File: config.mk
export PLATFORM = sky130hd
export DESIGN_NAME = kamus_l1d_arbiter
export DESIGN_NICKNAME = d
export VERILOG_FILES = /design/src/rtl/kamus_l1d_arbiter.sv
export SDC_FILE = /design/constraint.sdc
export NUM_CORES = 1
export LEC_CHECK = 0
export CORE_MARGIN = 2
export CORE_UTILIZATION = 41
export CTS_BUF_LIST = sky130_fd_sc_hd__clkbuf_2 sky130_fd_sc_hd__clkbuf_4 sky130_fd_sc_hd__clkbuf_8
export DETAILED_ROUTE_END_ITERATION = 10
export GPL_TIMING_DRIVEN = 0
export PLACE_DENSITY_LB_ADDON = 0.2
export SETUP_SLACK_MARGIN = 0.15
export SYNTH_ARGS = -nofsm -noshare
export SYNTH_HDL_FRONTEND = slang
export SYNTH_SLANG_ARGS = --single-unit
File: constraint.sdc
create_clock -name clk_i -period 2 [get_ports clk_i]
set_input_delay 0.2 -clock clk_i [delete_from_list [all_inputs] [get_ports clk_i]]
set_output_delay 0.2 -clock clk_i [all_outputs]
set_load 0.01 [all_outputs]
File: src/rtl/kamus_l1d_arbiter.sv
// Two-port arbiter in front of the L1 data cache: core has priority, aux is
// guaranteed progress by a starvation counter. One cache transaction in flight.
module kamus_l1d_arbiter #(
    parameter int ADDR_W        = 32,
    parameter int DATA_W        = 32,
    parameter int MAX_CORE_WINS = 4
) (
    input  logic                clk_i,
    input  logic                rst_i,

    input  logic                core_valid_i,
    output logic                core_ready_o,
    input  logic                core_we_i,
    input  logic [ADDR_W-1:0]   core_addr_i,
    input  logic [DATA_W-1:0]   core_wdata_i,
    input  logic [DATA_W/8-1:0] core_be_i,
    output logic                core_rsp_valid_o,
    output logic [DATA_W-1:0]   core_rsp_rdata_o,

    input  logic                aux_valid_i,
    output logic                aux_ready_o,
    input  logic                aux_we_i,
    input  logic [ADDR_W-1:0]   aux_addr_i,
    input  logic [DATA_W-1:0]   aux_wdata_i,
    input  logic [DATA_W/8-1:0] aux_be_i,
    output logic                aux_rsp_valid_o,
    output logic [DATA_W-1:0]   aux_rsp_rdata_o,

    output logic                l1d_req_o,
    input  logic                l1d_gnt_i,
    output logic                l1d_we_o,
    output logic [ADDR_W-1:0]   l1d_addr_o,
    output logic [DATA_W-1:0]   l1d_wdata_o,
    output logic [DATA_W/8-1:0] l1d_be_o,
    input  logic                l1d_rvalid_i,
    input  logic [DATA_W-1:0]   l1d_rdata_i,

    output logic                busy_o
);
    localparam int BE_W  = DATA_W / 8;
    localparam int CNT_W = $clog2(MAX_CORE_WINS + 1);

    typedef enum logic [1:0] {
        IDLE = 2'd0,
        REQ  = 2'd1,
        RESP = 2'd2
    } state_t;

    state_t              state_reg;
    logic                owner_reg;          // 0 = core, 1 = aux
    logic [CNT_W-1:0]    starve_cnt_reg;
    logic                we_reg;
    logic [ADDR_W-3:0]   addr_reg;           // word address; byte offset is dropped
    logic [DATA_W-1:0]   wdata_reg;
    logic [BE_W-1:0]     be_reg;
    logic                req_reg;
    logic                busy_reg;
    logic                core_rsp_valid_reg;
    logic                aux_rsp_valid_reg;
    logic [DATA_W-1:0]   core_rsp_rdata_reg;
    logic [DATA_W-1:0]   aux_rsp_rdata_reg;

    logic starved;
    logic any_valid;
    logic aux_wins;
    logic accept;
    logic unused_addr_lsb;

    assign starved   = (starve_cnt_reg == CNT_W'(MAX_CORE_WINS));
    assign any_valid = core_valid_i || aux_valid_i;
    assign aux_wins  = aux_valid_i && (!core_valid_i || starved);
    assign accept    = (state_reg == IDLE) && any_valid && !rst_i;

    assign core_ready_o = accept && !aux_wins;
    assign aux_ready_o  = accept && aux_wins;

    // The cache is word-addressed, so the byte offset never reaches it.
    assign unused_addr_lsb = ^{core_addr_i[1:0], aux_addr_i[1:0]};

    always_ff @(posedge clk_i) begin
        if (rst_i) begin
            state_reg          <= IDLE;
            owner_reg          <= 1'b0;
            starve_cnt_reg     <= '0;
            we_reg             <= 1'b0;
            addr_reg           <= '0;
            wdata_reg          <= '0;
            be_reg             <= '0;
            req_reg            <= 1'b0;
            busy_reg           <= 1'b0;
            core_rsp_valid_reg <= 1'b0;
            aux_rsp_valid_reg  <= 1'b0;
            core_rsp_rdata_reg <= '0;
            aux_rsp_rdata_reg  <= '0;
        end else begin
            core_rsp_valid_reg <= 1'b0;
            aux_rsp_valid_reg  <= 1'b0;
            case (state_reg)
                IDLE: begin
                    if (any_valid) begin
                        owner_reg <= aux_wins;
                        we_reg    <= aux_wins ? aux_we_i    : core_we_i;
                        addr_reg  <= aux_wins ? aux_addr_i[ADDR_W-1:2] : core_addr_i[ADDR_W-1:2];
                        wdata_reg <= aux_wins ? aux_wdata_i : core_wdata_i;
                        be_reg    <= aux_wins ? aux_be_i    : core_be_i;
                        req_reg   <= 1'b1;
                        busy_reg  <= 1'b1;
                        state_reg <= REQ;
                        // Count core wins only while aux is actually waiting.
                        if (aux_wins) begin
                            starve_cnt_reg <= '0;
                        end else if (aux_valid_i && !starved) begin
                            starve_cnt_reg <= starve_cnt_reg + CNT_W'(1);
                        end
                    end
                end
                REQ: begin
                    if (l1d_gnt_i) begin
                        req_reg   <= 1'b0;
                        state_reg <= RESP;
                    end
                end
                RESP: begin
                    if (l1d_rvalid_i) begin
                        state_reg <= IDLE;
                        busy_reg  <= 1'b0;
                        if (owner_reg) begin
                            aux_rsp_valid_reg <= 1'b1;
                            aux_rsp_rdata_reg <= we_reg ? '0 : l1d_rdata_i;
                        end else begin
                            core_rsp_valid_reg <= 1'b1;
                            core_rsp_rdata_reg <= we_reg ? '0 : l1d_rdata_i;
                        end
                    end
                end
                default: begin
                    state_reg <= IDLE;
                    req_reg   <= 1'b0;
                    busy_reg  <= 1'b0;
                end
            endcase
        end
    end

    assign l1d_req_o        = req_reg;
    assign l1d_we_o         = we_reg;
    assign l1d_addr_o       = {addr_reg, 2'b00};
    assign l1d_wdata_o      = wdata_reg;
    assign l1d_be_o         = be_reg;
    assign busy_o           = busy_reg;
    assign core_rsp_valid_o = core_rsp_valid_reg;
    assign core_rsp_rdata_o = core_rsp_rdata_reg;
    assign aux_rsp_valid_o  = aux_rsp_valid_reg;
    assign aux_rsp_rdata_o  = aux_rsp_rdata_reg;

endmodule

==> run summary <==
Endpoint of the most critical register-to-register path = addr_reg[27]
Class of the most critical setup path = in2out
Worst Path Required = 1.80 ns
CTS Buffer Depth = 2
Die area = 16,200 um2
Clock latency on the worst-skew pair = 0.45 ns
Final weighted congestion of routability-driven global placement = 0.828
Nets@finish = 1,280
Floorplan core area = 15,000 um2
Clock edge transition at the registers on the reported setup and hold paths = 0.08 ns
WL/cell = 17.2 um
Minimum setup slack after placement = -0.845 ns
Pwr per Cell Area = 735 nW/um2
Launch point of the worst reg-to-reg path = starve_cnt_reg[1]
Vias per cell = 5.33
Seq cells post-synth = 141
Critical Path Source Type = input port
Actual slew at the worst max-slew pin = 0.738 ns
Number of pins exceeding their max-slew limit in the final report = 0
Leading cell type in the layout, fill and taps excluded = sky130_fd_sc_hd__clkdlybuf4s50_1
Share of power burned in registers = 41.7%
Leading register cell type out of synthesis = sky130_fd_sc_hd__dfxtp_1
Final critical-path setup slack = 0.0951 ns
Area of combinational cells with multiple inputs = 3050 um2
RSZ-0062 raised after global routing = yes
CTS sink count = 141
Initial standard-cell utilization of the core = 41.4%
Data arrival time of the critical path = 1.70 ns
Total number of yosys warnings = 0
Final Setup Violations = 0
Clock tree root buffer cell = sky130_fd_sc_hd__clkbuf_8
Top Ports = 315
Fraction of power consumed by the clock network = 35.4%
Sum of negative setup slack = 0 ns
R2R cell count = 8
Fin Clk Skew = 0.00758 ns
N_diodes = 0
Number of iterations in the first detailed-routing pass = 5
Number of buffers added on ports = 306
Clock tree from TritonCTS = built
Vert. Die Dim = 127 um
Wire length of the first global-routing pass = 34,100 um
Hold Crit Endpoint = starve_cnt_reg[2]
Hold Crit Class = in2reg
Relative slew slack = 50.8%
Routed via count = 6,947
Number of H-tree levels = 4
Fill cell instance count of the final layout = 1,314
Hold Violations, Final = 0
Leak pwr = 0.00347 uW
Most used cells in the layout excluding fill and tap cells = sky130_fd_sc_hd__clkdlybuf4s50_1, sky130_fd_sc_hd__dfxtp_1, sky130_fd_sc_hd__a21oi_1
Number of antenna violations at the first check in global routing = 0
Register area = 2830 um2
Num CTS Buffers = 17
Via count of the first global-routing pass = 6,578
Final period demand of the worst path = 1.90 ns
Fraction of the yosys area taken by sequential cells = 45.4%
Sum of net half-perimeters after detailed placement = 16,800 um
Number of flops mapped to enable cells by yosys = 0
Cell variety after synth = 35
Setup slack of the worst register-to-register path = 0.24 ns
Combinational Power Share = 22.9%
Internal power contribution = 5320 uW
Net Sw Frac = 28.5%
Ys async rst share = 0%
Global-route total usage across every layer = 26.8%
Worst hold path cell count = 4
Total Wirelength = 22,400 um
Pin count of the biggest net entering global routing = 17
Post-DRT Antenna Nets = 0
Remaining global-route overflow = 0
Endpoint class of the critical path = output port
VDD IR max = 0.401 mV
Synthesized cell area = 6220 um2
Number of violations reported at the end of detailed-routing iteration 0 = 351
Max Clk Rate = 525 MHz
Power spent charging and discharging nets = 2120 uW
Number of cell rows = 45
Maximum fanout along the worst path = 10
Max cap viols = 0
Cts-stage hold buffer count = 0
Startpoint of the worst hold path = aux_valid_i
Synth Instances = 771
Residual DRC = 0
Ratio of cells with drive above 1 in the final layout = 10.1%
Area growth from synthesis to layout = 62.6%
Die Span X = 127 um
Result of the run = complete, no violations
Synthesized area per cell = 8.07 um2
Period utilization = 95.2%
## power by group through the flow
stage | clock network, uW | registers, uW | logic (uW)
after floorplan | 0 | 3230 | 678
after CTS | 2670 | 3090 | 1690
after global placement | 0 | 3150 | 1650
after detailed placement | 0 | 3160 | 1660
final | 2630 | 3100 | 1700
after global routing | 2780 | 3110 | 1830
## how the worst max path moves through the flow
stage                           start           end  slack (ns)  cells past startpoint
finish                   core_valid_i   aux_ready_o         0.1                      7
global route             core_valid_i   aux_ready_o      -0.002                      7
CTS                 starve_cnt_reg[0]  core_ready_o        0.13                      7
detailed placement       core_valid_i  core_ready_o       -0.84                      6
global placement         core_valid_i  core_ready_o       -0.81                      6
floorplan           starve_cnt_reg[0]  core_ready_o        0.20                      6
## layout make-up
class | instances | area share [%]
Clock inverter | 14 | 2.03
Timing Repair Buffer | 311 | 30.6
Clock buffer | 18 | 2.45
Tap cell | 188 | 2.33
Buffer | 91 | 4.49
Multi-Input combinational cell | 537 | 30.1
Inverter | 3 | 0.111
Sequential cell | 141 | 27.9
## cell families (layout without fill, tap and decap cells)
family	count (synthesis)	after routing	synth area share, %
adders and majority gates	2	2	0.402
and+or+nand+nor	254	254	18.8
xor gates and xnor gates	1	1	0.141
DFF	141	141	45.4
AOI/OAI and AO/OA	278	278	28.7
other	1	2	0.0603
buffers and inverters	94	437	6.54
## worst max-delay path, stage by stage
cell and delay (ns):
sky130_fd_sc_hd__clkdlybuf4s50_1 0.49, sky130_fd_sc_hd__or2_0 0.12, sky130_fd_sc_hd__buf_4 0.16, sky130_fd_sc_hd__clkbuf_8 0.18
sky130_fd_sc_hd__nand2_1 0.15, sky130_fd_sc_hd__nor4_1 0.21, sky130_fd_sc_hd__buf_2 0.19
## metrics by stage
| step | hold slack (ns) | utilization [%] | power, uW | std cells | instance area [um2] |
|---|---|---|---|---|---|
| 2_1_floorplan | 0.367 | - | 3910 | 772 | 6230 |
| 3_3_place_gp | 0.441 | 63.4 | 4810 | 1266 | 9520 |
| 6_report | 0.315 | 67.3 | 7440 | 1303 | 10100 |
| 5_1_grt | 0.329 | 67.3 | 7730 | 1303 | 10100 |
| 4_1_cts | 0.287 | 66.9 | 7460 | 1302 | 10100 |
| 3_5_place_dp | 0.446 | 63.4 | 4820 | 1266 | 9520 |
## per-layer routing
metal / vias up / track usage, % / wire length, um
met1: 3223 / 30.6 / 8770
li1: 3414 / - / -
met2: 274 / 48.2 / 11400
met4: 0 / 9.50 / 582
met3: 36 / 7.04 / 1700
met5: - / 0 / 0
## cells in the mapped netlist (2+ instances only)
cell type / instances / area share [%]
sky130_fd_sc_hd__a21bo_2: 2 / 0.32
sky130_fd_sc_hd__a21oi_1: 138 / 11
sky130_fd_sc_hd__a311oi_1: 47 / 6.6
sky130_fd_sc_hd__a311oi_2: 20 / 4.8
sky130_fd_sc_hd__buf_2: 12 / 0.97
sky130_fd_sc_hd__buf_4: 4 / 0.48
sky130_fd_sc_hd__buf_6: 3 / 0.54
sky130_fd_sc_hd__clkbuf_1: 70 / 4.2
sky130_fd_sc_hd__dfxtp_1: 141 / 45
sky130_fd_sc_hd__ha_1: 2 / 0.40
sky130_fd_sc_hd__inv_1: 3 / 0.18
sky130_fd_sc_hd__nand2_1: 135 / 8.1
sky130_fd_sc_hd__nand3_1: 68 / 5.5
sky130_fd_sc_hd__nor2_1: 6 / 0.36
sky130_fd_sc_hd__nor2b_1: 32 / 3.2
sky130_fd_sc_hd__nor4bb_1: 2 / 0.32
sky130_fd_sc_hd__o21ai_0: 61 / 4.9
sky130_fd_sc_hd__o21ai_1: 8 / 0.64
## timing repair
action / in CTS / in global routing
hold endpoints to repair: 0 / 0
gates cloned: 0 / 0
resized for setup: 34 / 32
setup buffers: 4 / 1
pin swaps: 3 / 3
setup endpoints to repair: 74 / 80
No activity file was read; power rests on OpenSTA's default activity.
